## config.mk

```make
export PLATFORM = sky130hd
export DESIGN_NAME = multi_channel_counter
export DESIGN_NICKNAME = d
export VERILOG_FILES = /design/src/rtl/multi_channel_counter.sv
export SDC_FILE = /design/constraint.sdc
export NUM_CORES = 1
export LEC_CHECK = 0
export CORE_MARGIN = 4
export CORE_UTILIZATION = 30
export DETAILED_ROUTE_END_ITERATION = 12
export SLEW_MARGIN = 0
export SYNTH_ARGS = -nofsm -noshare
export SYNTH_HDL_FRONTEND = slang
export SYNTH_SLANG_ARGS = --single-unit
```

## constraint.sdc

```tcl
create_clock -name clk -period 8.68 [get_ports clk]
set_clock_uncertainty 0.15 [all_clocks]
set_input_delay 0.868 -clock clk [delete_from_list [all_inputs] [get_ports clk]]
set_output_delay 0.868 -clock clk [all_outputs]
set_load 0.03 [all_outputs]
```

## src/rtl/multi_channel_counter.sv

```systemverilog
// multi_channel_counter: N independent up/down counters with load, a programmable
// terminal value, per-channel wrap/saturate mode, event pulses and sticky status.
module multi_channel_counter #(
  parameter int unsigned WIDTH    = 8,
  parameter int unsigned CHANNELS = 4
) (
  input  logic                        clk,
  input  logic                        reset_n,
  input  logic [CHANNELS-1:0]         en,
  input  logic [CHANNELS-1:0]         dir_up,
  input  logic [CHANNELS-1:0]         sat_mode,
  input  logic [CHANNELS-1:0]         load,
  input  logic [CHANNELS*WIDTH-1:0]   load_val,
  input  logic [CHANNELS*WIDTH-1:0]   limit,
  input  logic [CHANNELS-1:0]         clr_sticky,
  output logic [CHANNELS*WIDTH-1:0]   count,
  output logic [CHANNELS-1:0]         ovf,
  output logic [CHANNELS-1:0]         unf,
  output logic [CHANNELS-1:0]         ovf_sticky,
  output logic [CHANNELS-1:0]         unf_sticky,
  output logic [CHANNELS-1:0]         at_limit
);

  localparam int unsigned CW = CHANNELS * WIDTH;

  logic [CW-1:0]       cnt_d;
  logic [CHANNELS-1:0] ovf_d;
  logic [CHANNELS-1:0] unf_d;

  // Per-channel next count and boundary events: load > enabled step > hold.
  always_comb begin
    logic [WIDTH-1:0] cur;
    logic [WIDTH-1:0] lim;
    logic [WIDTH-1:0] lv;
    cnt_d = count;
    ovf_d = '0;
    unf_d = '0;
    cur   = '0;
    lim   = '0;
    lv    = '0;
    for (int i = 0; i < int'(CHANNELS); i++) begin
      cur = count[i*WIDTH +: WIDTH];
      lim = limit[i*WIDTH +: WIDTH];
      lv  = load_val[i*WIDTH +: WIDTH];
      if (load[i]) begin
        cnt_d[i*WIDTH +: WIDTH] = (lv > lim) ? lim : lv;
      end else if (en[i]) begin
        if (dir_up[i]) begin
          if (cur < lim) begin
            cnt_d[i*WIDTH +: WIDTH] = cur + WIDTH'(1);
          end else begin
            // At or above the bound (limit may have been lowered under us).
            ovf_d[i] = 1'b1;
            cnt_d[i*WIDTH +: WIDTH] = sat_mode[i] ? lim : '0;
          end
        end else begin
          if (cur > lim) begin
            // Re-clamp into range after a limit decrease; not an event.
            cnt_d[i*WIDTH +: WIDTH] = lim;
          end else if (cur != '0) begin
            cnt_d[i*WIDTH +: WIDTH] = cur - WIDTH'(1);
          end else begin
            unf_d[i] = 1'b1;
            cnt_d[i*WIDTH +: WIDTH] = sat_mode[i] ? '0 : lim;
          end
        end
      end
    end
  end

  // Terminal-value compare straight from the registered count and live limit.
  always_comb begin
    at_limit = '0;
    for (int i = 0; i < int'(CHANNELS); i++) begin
      at_limit[i] = (count[i*WIDTH +: WIDTH] >= limit[i*WIDTH +: WIDTH]);
    end
  end

  // State registers; a simultaneous event beats the sticky clear.
  always_ff @(posedge clk) begin
    if (!reset_n) begin
      count      <= '0;
      ovf        <= '0;
      unf        <= '0;
      ovf_sticky <= '0;
      unf_sticky <= '0;
    end else begin
      count      <= cnt_d;
      ovf        <= ovf_d;
      unf        <= unf_d;
      ovf_sticky <= (ovf_sticky & ~clr_sticky) | ovf_d;
      unf_sticky <= (unf_sticky & ~clr_sticky) | unf_d;
    end
  end

endmodule

```

# Word level (Yosys, flattened, before mapping)
# Cells that the tools add are included.
op_classes:
  n_addsub: 8
  order_cmp: 16
  bitwise: 5
  n_mux: 72
  reduce_logical: 8
ops:
  columns: ["operator", "n"]
  rows:
  - ["8-bit 2-to-1 mux", 36]
  - ["8-bit > comparator", 8]
  - ["1-bit 2-to-1 mux", 36]
  - ["8-bit by 1-bit adder with 8-bit output, second input constant", 4]
  - ["8-bit greater-or-equal comparator", 4]
  - ["8-bit less-than comparator", 4]
  - ["8-bit nonzero test", 4]
  - ["8-bit by 1-bit subtractor with 8-bit output, second input constant", 4]
  - ["4-bit AND", 2]
  - ["4-bit bitwise OR", 2]
  - ["2-bit nonzero test", 4]
  - ["4-bit inverter", 1]
totals:
  out_inout_bits: 52
  regBits: 48

# Longest topological paths before layout
# Gate-level depths: netlist of the first run.
depth:
  word_depth: 7
  mapped_depth: 12

# Worst setup path after synthesis of the first run
# Ideal clock, no wire load.
synth_timing:
  path_type: "input port to output port"
  start: "input limit[9]"
  end: "output at_limit[1]"
  path_stages: 9
  t_arrival_ps: 2565
  slack_ps: 5097
  cell_sequence: "inv_1 -> ha_1 -> nor2b_1 -> o211ai_1 -> a21oi_1 -> or2_2 -> clkbuf_1 -> clkbuf_1 -> nand2b_1"
synth_between:
  elab_chain_cells: 1
synth_lines:
  columns: ["item", "line_no", "source"]
  rows:
  - ["start, declared", "14", "input logic [CHANNELS*WIDTH-1:0] limit,"]
  - ["8-bit greater-or-equal comparator", "75", "at_limit[i] = (count[i*WIDTH +: WIDTH] >= limit[i*WIDTH +: WIDTH]);"]
  - ["end, declared", "21", "output logic [CHANNELS-1:0] at_limit"]
# No other way between the ends.

# Worst setup path in the final report of the first run
layout_timing:
  start: "input limit[17]"
  end: "output at_limit[2]"
# Same word-level chain as after synthesis.

==> metrics.yaml, run 1 <==
detailed_routing:
  wl_per_cell_um: 17.5
  viasPerCell: 5.58
  drt_wl_total_mm: 20.2
  num_vias: 6444
  drtAntennaViolNets: 0
  drt_iter0_markers: 500
  drc: 0
  dr.pass1.iters: 5
place:
  gp_congestion: 0.895
  io_buffers: 137
  placed_area_um2: 7520
  dp_slack_ns: 3.80
  place_hpwl_mm: 15.3
power:
  power.density_nw_per_um2: 134
  combPwrFrac_pct: 49.2
  power.total_mw: 1.03
  pwr-share-clk_pct: 22.5
  p_int_uw: 603
  power_switching_uw: 427
  power_frac_seq_pct: 28.4
  peakVddDrop_v: 0.0000709
  p_leak_nw: 3.10
  sw_frac_of_total_pct: 41.4
floorplanning:
  start_util_pct: 30.7
  core_um2: 19600
  fp.dieH_um: 150
  io-pin-count: 138
  rows: 51
  dieArea_um2: 22400
  die_x_um: 150
min_path:
  hold_path_depth: 2
  hold_class: "register to register"
timing:
  maxSlewViolCount: 0
  rsz0062_at_grt: "no"
  hold_viol_final: 0
  max_freq_mhz: 204
  finalSetupViolations: 0
  hold_ws_ns: 0.309
  fin_crit_sh_pct: 56.5
  relSlewSlack_pct: 31.4
  fin_crit_ns: 4.91
  fin_ws_ns: 3.77
  worst_pin_slew_ns: 1.03
  tns_ns: 0
synth:
  netlist_top_cells_area: "dfxtp_1, ha_1, mux2i_1"
  synth_top_area_share_pct: 16.0
  synth_edf_count: 0
  synth_cell_types: 69
  syn_inst: 793
  yosys_warnings: 0
  synth_area_um2: 6010
  syn_nets: 955
  synth_common_cells: "ha_1, nand2_1, inv_1"
  seq_area_frac_synth_pct: 16.0
  synthArstFlopShare_pct: 0
  synth_most_common_cell: "ha_1"
  synth_top_cell_by_area: "dfxtp_1"
  ys_seq_elements: 48
  dominantRegCellSynth: "dfxtp_1"
  postSynthAreaPerCell_um2: 7.58
clock_network:
  clockBufferDepth: 2
  clock-sinks: 48
  cts_tree: "done"
  htree_levels: 2
  clk_pin_slew_ns: 0.07
  hold_buffers: 0
  insertion_delay_ns: 0.29
  numCtsBuffers: 5
  cts_resized: 0
  cts_root_buf: "clkbuf_16"
  postCtsSetupBuffers: 0
global_route:
  antenna_found_initial: 0
  grt_overflow: 0
  grt_pass1_vias: 6104
  grtUsageTotal_pct: 17.3
  grt_max_degree: 41
  grt_pass1_wl_mm: 31.8
final_layout:
  drive_gt1_share_pct: 6.40
  fillers: 2050
  syn_to_final_growth_pct: 27.8
  final_area_um2: 7690
  nets: 1051
  multi_input_area_um2: 4650
  num_antenna_cells: 0
  regArea_um2: 961
run_status:
  status: "finished, final reports clean"
worst_setup_path:
  worstPathMaxFanout: 14
  startpoint_type: "primary input"
  worstSetupPathType: "primary input to output port"
  endpoint_kind: "output port"
  critPathRequiredTime_ns: 7.66
  worstRegToRegCells: 9
  arrival_ns: 3.89
run:
  maxCapViolCount: 0
[cells in the final DEF (no fill, tap or decap), types with 15 or more instances in the layout]
cell / count
a21oi_1: 47
a31oi_1: 19
and3_1: 16
clkdlybuf4s50_1: 137
dfxtp_1: 48
ha_1: 76
inv_1: 54
mux2_2: 19
mux2i_1: 26
nand2_1: 67
nand3_1: 34
nand4_1: 21
nor2_1: 51
o211ai_1: 15
o21ai_0: 40
xnor2_1: 17
xor2_1: 20
[flip-flops by register name, indices dropped and copies added, names as in the netlist]
| signal | cells |
|---|---|
| ovf_sticky | 4 |
| unf_sticky | 4 |
| ovf | 4 |
| count | 32 |
| unf | 4 |
[worst paths after layout]
path                            slack (ns)     startpoint            end
worst max register to register        5.47      count[24]      count[30]
worst min register to register        0.31  ovf_sticky[0]  ovf_sticky[0]
worst max-delay path                  3.77      limit[17]    at_limit[2]
worst min-delay path                  0.31  ovf_sticky[0]  ovf_sticky[0]
[power groups by stage]
stage          Sequential, mW  Combinational (mW)  Clock [mW]
2_1_floorplan           0.301               0.328           0
3_3_place_gp            0.298               0.500           0
3_5_place_dp            0.297               0.501           0
4_1_cts                 0.291               0.504       0.244
5_1_grt                 0.297               0.555       0.246
6_report                0.292               0.506       0.231
[stage by stage]
| step | cells | utilization, % |
|---|---|---|
| after floorplan | 793 | - |
| after detailed placement | 1147 | 38.4 |
| final | 1155 | 39.2 |
| after global placement | 1147 | 38.4 |
| after global routing | 1155 | 39.2 |
| after CTS | 1155 | 39.2 |
[worst max-delay path, cell delays in order]
cell             delay [ns]
clkdlybuf4s50_1        0.58
inv_1                  0.10
ha_1                   0.31
nor2b_1                0.13
o211ai_1               0.20
a21oi_1                0.13
nor2_1                 0.80
nand2_1                0.13
clkdlybuf4s50_1        0.64
[metal layers]
layer	share of wire (%)	track usage [%]	wire [um]
met1	46	23.7	9370
met2	45	28.5	9130
met3	7.1	2.48	1420
met4	1.2	4.16	243
met5	0	0	0
[logic make-up (layout without fill, tap and decap cells)]
kind of cell / count (synthesis) / in the layout / share of synthesized area (%)
AO/OA/AOI/OAI: 214 / 214 / 24.8
flip-flops: 48 / 48 / 16.0
XOR/XNOR: 37 / 37 / 5.39
AND/OR/NAND/NOR: 270 / 270 / 23.4
multiplexers: 45 / 45 / 7.88
buffers and inverters: 103 / 200 / 6.74
adder cells (fa/ha/maj): 76 / 76 / 15.8
[layout make-up]
class / instances / share of cell area [%]
Clock inverter: 2 / 0.456
Multi-Input combinational cell: 642 / 60.5
Timing Repair Buffer: 138 / 17.9
Tap cell: 265 / 4.31
Clock buffer: 6 / 1.68
Sequential cell: 48 / 12.5
Inverter: 54 / 2.64
(Power assumes the default switching activity.)
==> run 2: changes to the inputs <==
==> constraint.sdc (replaced) <==
create_clock -name clk -period 4.4 [get_ports clk]
set_clock_uncertainty 0.15 [all_clocks]
set_input_delay 0.44 -clock clk [delete_from_list [all_inputs] [get_ports clk]]
set_output_delay 0.44 -clock clk [all_outputs]
set_load 0.03 [all_outputs]
==> run 2 against run 1 <==
Die area unchanged. Hold slack improved by 0.0030 ns. Utilization about the same. Flip-flop and latch count unchanged. Non-clock buffer count increased by 4.
==> metrics.yaml, run 2 (synthesis results as in run 1) <==
run_status:
  status: "finished, final reports clean"
floorplanning:
  io-pin-count: 138  # unchanged
  core_um2: 19600  # unchanged
  fp.dieH_um: 150  # unchanged
  dieArea_um2: 22400  # unchanged
  start_util_pct: 30.7  # unchanged
  die_x_um: 150  # unchanged
  rows: 51  # unchanged
run:
  maxCapViolCount: 0  # unchanged
final_layout:
  multi_input_area_um2: 4650  # unchanged
  top_register: "count"
  final_cell_mix: "clkdlybuf4s50_1, ha_1, nand2_1"
  drive_gt1_share_pct: 6.62  # +0.22 points
  fin_cells: 1156  # +0.087%
  regArea_um2: 961  # unchanged
  final_common_cell: "clkdlybuf4s50_1"
  num_antenna_cells: 0  # unchanged
  fin_util_pct: 39.2  # -0.045 points
  nets: 1055  # +0.38%
  fillers: 2088  # +1.9%
  largest_reg_flops: 32  # unchanged
  syn_to_final_growth_pct: 27.6
place:
  io_buffers: 137  # unchanged
  gp_congestion: 0.859  # -3.9%
  dp_cells: 1151  # +0.35%
  place_hpwl_mm: 15.5  # +1.5%
power:
  peakVddDrop_v: 0.000161  # +130%
  power_switching_uw: 825  # +93%
  p_leak_nw: 3.10  # about the same
  power_frac_seq_pct: 29.3  # +0.9 points
  sw_frac_of_total_pct: 42.2  # +0.79 points
  pwr-share-clk_pct: 19.2  # -3.3 points
  p_int_mw: 1.13  # +87%
  combPwrFrac_pct: 51.5  # +2.3 points
  power.density_nw_per_um2: 254  # +90%
  power.total_mw: 1.95  # +90%
timing:
  rsz0062_at_grt: "no"
  finalSetupViolations: 0  # unchanged
  worst_pin_slew_ns: 0.784  # -0.242 ns
  fin_crit_ns: 3.60
  hold_viol_final: 0  # unchanged
  relSlewSlack_pct: 47.6  # +16 points
  max_freq_mhz: 278
  maxSlewViolCount: 0  # unchanged
  fin_crit_sh_pct: 81.8
  tns_ns: 0  # unchanged
global_route:
  grtUsageTotal_pct: 17.6  # +0.40 points
  antenna_found_initial: 0  # unchanged
  grt_pass1_wl_mm: 32.6  # +2.8%
  grt_pass1_vias: 6418  # +5.1%
  grt_max_degree: 34  # -17%
  grt_overflow: 0  # unchanged
worst_setup_path:
  startpoint_type: "primary input"
  worstSetupPathType: "primary input to output port"
  critPathRequiredTime_ns: 3.81  # -3.85 ns
  worstPathMaxFanout: 17  # +3
  arrival_ns: 3.01  # -0.88 ns
  rrSetupSlack_ns: 1.20  # -4.27 ns
  endpoint_kind: "output port"
clock_network:
  clk_pin_slew_ns: 0.07  # about the same
  clock-sinks: 48  # unchanged
  clockBufferDepth: 2  # unchanged
  htree_levels: 2  # unchanged
  postCtsSetupBuffers: 0  # unchanged
  numCtsBuffers: 5  # unchanged
  hold_buffers: 0  # unchanged
  cts_root_buf: "clkbuf_16"
  insertion_delay_ns: 0.29  # about the same
  cts_resized: 0  # unchanged
  cts_tree: "done"
detailed_routing:
  drc: 0  # unchanged
  drtAntennaViolNets: 0  # unchanged
  num_vias: 6441  # -0.047%
  drt_wl_total_mm: 19.9  # -1.2%
  drt_iter0_markers: 478  # -4.4%
  viasPerCell: 5.57  # -0.13%
  wl_per_cell_um: 17.2  # -1.3%
  dr.pass1.iters: 5  # unchanged
min_path:
  hold_class: "register to register"
-- run 2: layer usage --
layer  part of all wire (%)  track usage [%]  routed length [um]  vias up
li1                       -                -                   -     3166
met1                     47             23.9                9300     3006
met2                     45             28.9                8970      235
met3                    6.1             2.85                1230       34
met4                    2.1             5.22                 421        0
met5                      0                0                   0        -
-- run 2: path summary, 6_finish.rpt --
check	depth (start not counted)	start	endpoint
worst min register to register	2	ovf_sticky[0]	ovf_sticky[0]
worst min-delay path	2	ovf_sticky[0]	ovf_sticky[0]
worst max-delay path	9	limit[9]	at_limit[1]
worst max register to register	9	count[24]	count[30]
-- run 2: through the flow --
stage / hold WS, ns / area, um^2 / setup slack, ns
2_1_floorplan: 0.391 / 6010 / 1.36
3_3_place_gp: 0.290 / 7550 / 0.812
3_5_place_dp: 0.303 / 7550 / 0.800
4_1_cts: 0.316 / 7680 / 0.800
5_1_grt: 0.344 / 7680 / 0.642
6_report: 0.312 / 7680 / 0.801
-- run 2: final cells by class --
class / count / area share, %
Sequential cell: 48 / 12.5
Timing Repair Buffer: 142 / 18.4
Multi-Input combinational cell: 642 / 60.5
Clock buffer: 5 / 1.63
Tap cell: 265 / 4.32
Inverter: 54 / 2.64
-- run 2: power by group through the flow --
| stage | Clock, mW | Combinational (mW) | Sequential [mW] |
|---|---|---|---|
| after CTS | 0.393 | 1.00 | 0.572 |
| after floorplan | 0 | 0.646 | 0.593 |
| after global placement | 0 | 0.995 | 0.584 |
| after global routing | 0.406 | 1.11 | 0.585 |
| final | 0.374 | 1.01 | 0.573 |
| after detailed placement | 0 | 0.998 | 0.582 |
-- run 2: worst max-delay path, stage by stage --
cell             delay, ns
clkdlybuf4s50_1       0.53
inv_1                 0.09
ha_1                  0.30
nor2b_1               0.13
o211ai_1              0.15
a21oi_1               0.12
or2_2                 0.45
nand2b_1              0.20
clkdlybuf4s50_1       0.59
==> run 3: changes to the inputs <==
==> constraint.sdc (replaced) <==
create_clock -name clk -period 3.6 [get_ports clk]
set_clock_uncertainty 0.15 [all_clocks]
set_input_delay 0.36 -clock clk [delete_from_list [all_inputs] [get_ports clk]]
set_output_delay 0.36 -clock clk [all_outputs]
set_load 0.03 [all_outputs]
==> run 3 against run 2 <==
Worst setup slack worse by 0.46 ns. Utilization rose by 0.72 points. Clock power is 63% higher. Combinational power increased by 26%. Die area did not move. Hold slack got worse by 0.0058 ns. Count of clock-buffer cells in the layout grew 2. Sequential share of layout area down 0.22 points. Final cell count is 1.2% higher. Highest routed layer unchanged.
==> metrics.yaml, run 3 (synthesis results as in run 1) <==
power:
  power_frac_seq_pct: 27.0  # -2.3 points
  p_leak_nw: 3.18  # +2.7%
  sw_frac_of_total_pct: 41.0  # -1.3 points
  power_switching_mw: 1.05  # +28%
  power.density_nw_per_um2: 329  # +29%
  pwr-share-clk_pct: 23.7  # +4.5 points
  p_int_mw: 1.52  # +35%
  power.total_mw: 2.57  # +32%
  combPwrFrac_pct: 49.3  # -2.2 points
  peakVddDrop_v: 0.000167  # +3.8%
final_layout:
  nets: 1066  # +1.0%
  multi_input_area_um2: 4650  # unchanged
  top_register: "count"
  regArea_um2: 961  # unchanged
  fillers: 2093  # +0.24%
  final_cell_mix: "clkdlybuf4s50_1, ha_1, nand2_1"
  final_common_cell: "clkdlybuf4s50_1"
  final_area_um2: 7820  # +1.8%
  fin_util_pct: 39.9  # +0.72 points
  fin_cells: 1170  # +1.2%
  largest_reg_flops: 32  # unchanged
  drive_gt1_share_pct: 8.07  # +1.4 points
  syn_to_final_growth_pct: 30.0
  num_antenna_cells: 0  # unchanged
worst_setup_path:
  cp_common_cell: "clkdlybuf4s50_1"
  arrival_ns: 2.75  # -0.26 ns
  crit_chain: "clkdlybuf4s50_1 > inv_1 > ha_1 > nor2b_1 > o211ai_1 > a21oi_1 > or2_2 > nand2b_1 > clkdlybuf4s50_1"
  cp_num_cells: 9  # unchanged
  slowest_stage: "clkdlybuf4s50_1"
  cp_top_family: "buffers and inverters"
  worstSetupPathType: "primary input to output port"
  startpoint_type: "primary input"
  rrSetupSlack_ns: 0.60  # -0.60 ns
  cp-endpoint: "at_limit[1]"
  worstReg2RegStart: "count[24]"
  crit_path_start: "limit[9]"
  critPathRequiredTime_ns: 3.09  # -0.72 ns
  max_stage_delay_ns: 0.59  # about the same
  reg2reg_to: "count[30]"
  worstRegToRegCells: 9  # unchanged
  path_buf_inv: 3  # unchanged
  worstPathMaxFanout: 4  # -13
  endpoint_kind: "output port"
clock_network:
  cts_tree: "done"
  hold_buffers: 0  # unchanged
  postCtsSetupBuffers: 0  # unchanged
  cts_resized: 0  # unchanged
  clk_pin_slew_ns: 0.07  # about the same
  clock-sinks: 48  # unchanged
  numCtsBuffers: 5  # unchanged
  cts_root_buf: "clkbuf_16"
  clockBufferDepth: 2  # unchanged
  htree_levels: 2  # unchanged
  insertion_delay_ns: 0.30  # about the same
detailed_routing:
  wl_per_cell_um: 17.7  # +2.6%
  drc: 0  # unchanged
  drt_wl_total_mm: 20.7  # +3.8%
  num_vias: 6534  # +1.4%
  viasPerCell: 5.58  # +0.23%
  drtAntennaViolNets: 0  # unchanged
  drt_iter0_markers: 403  # -16%
  dr.pass1.iters: 4  # -1
run_status:
  status: "finished, final reports clean"
timing:
  hold_ws_ns: 0.306  # -0.00584 ns
  hold_viol_final: 0  # unchanged
  maxSlewViolCount: 0  # unchanged
  fin_ws_ns: 0.343  # -0.458 ns
  worst_pin_slew_ns: 0.753  # -0.0312 ns
  fin_crit_sh_pct: 90.5
  finalSetupViolations: 0  # unchanged
  fin_crit_ns: 3.26
  tns_ns: 0  # unchanged
  relSlewSlack_pct: 49.7  # +2.1 points
  rsz0062_at_grt: "no"
  max_freq_mhz: 307
global_route:
  antenna_found_initial: 0  # unchanged
  grt_overflow: 0  # unchanged
  busiest_layer: "met2"
  grtUsageTotal_pct: 18.0  # +0.32 points
  use_met1_pct: 24.5  # +0.57 points
  grt_pass1_wl_mm: 32.9  # +0.87%
  grt_max_degree: 22  # -35%
  use_met3_pct: 2.54  # -0.30 points
  grt_pass1_vias: 6329  # -1.4%
  grtUsageMet2_pct: 29.8  # +0.86 points
floorplanning:
  io-pin-count: 138  # unchanged
  fp.dieH_um: 150  # unchanged
  dieArea_um2: 22400  # unchanged
  die_x_um: 150  # unchanged
  start_util_pct: 30.7  # unchanged
  core_um2: 19600  # unchanged
  rows: 51  # unchanged
place:
  dp_slack_ns: 0.219  # -0.581 ns
  placed_area_um2: 7630  # +1.1%
  dp_cells: 1162  # +0.96%
  io_buffers: 137  # unchanged
  gp_congestion: 0.880  # +2.4%
  place_hpwl_mm: 15.9  # +2.3%
min_path:
  hold_class: "register to register"
run:
  maxCapViolCount: 0  # unchanged
==> run 3: worst min path at each step <==
| stage | from | to | slack, ns | depth (start not counted) |
|---|---|---|---|---|
| detailed placement | ovf_sticky[0] | ovf_sticky[0] | 0.30 | 2 |
| finish | ovf_sticky[0] | ovf_sticky[0] | 0.31 | 2 |
| global route | ovf_sticky[0] | ovf_sticky[0] | 0.33 | 2 |
| CTS | ovf_sticky[0] | ovf_sticky[0] | 0.31 | 2 |
| floorplan | clr_sticky[0] | ovf_sticky[0] | 0.31 | 1 |
| global placement | ovf_sticky[0] | ovf_sticky[0] | 0.29 | 2 |
==> run 3: power groups by stage <==
stage | logic [mW] | clock network, mW | registers [mW]
final | 1.27 | 0.609 | 0.695
after global routing | 1.39 | 0.648 | 0.706
after CTS | 1.26 | 0.636 | 0.692
after detailed placement | 1.25 | 0 | 0.704
after global placement | 1.25 | 0 | 0.707
after floorplan | 0.790 | 0 | 0.725
==> run 3: tightest hold or removal path: cells and delay by family (launching register included) <==
kind | cells | cell delay, ns
AO/OA/AOI/OAI | 1 | 0.05
flip-flops | 1 | 0.31
AND/OR/NAND/NOR | 1 | 0.05
==> run 3: layout make-up <==
| class | instances | area share, % |
|---|---|---|
| multi-input cells | 642 | 59.5 |
| flip-flops and latches | 48 | 12.3 |
| repair buffers | 153 | 19.1 |
| well taps | 265 | 4.24 |
| clock buffers | 7 | 1.95 |
| clock inverters | 1 | 0.384 |
| inverters | 54 | 2.59 |
==> run 3: routing by layer <==
| metal | share of wire [%] | wire, um | vias to the layer above |
|---|---|---|---|
| li1 | - | - | 3178 |
| met1 | 47 | 9710 | 3135 |
| met2 | 46 | 9470 | 200 |
| met3 | 5.8 | 1200 | 21 |
| met4 | 1.4 | 297 | 0 |
| met5 | 0 | 0 | - |
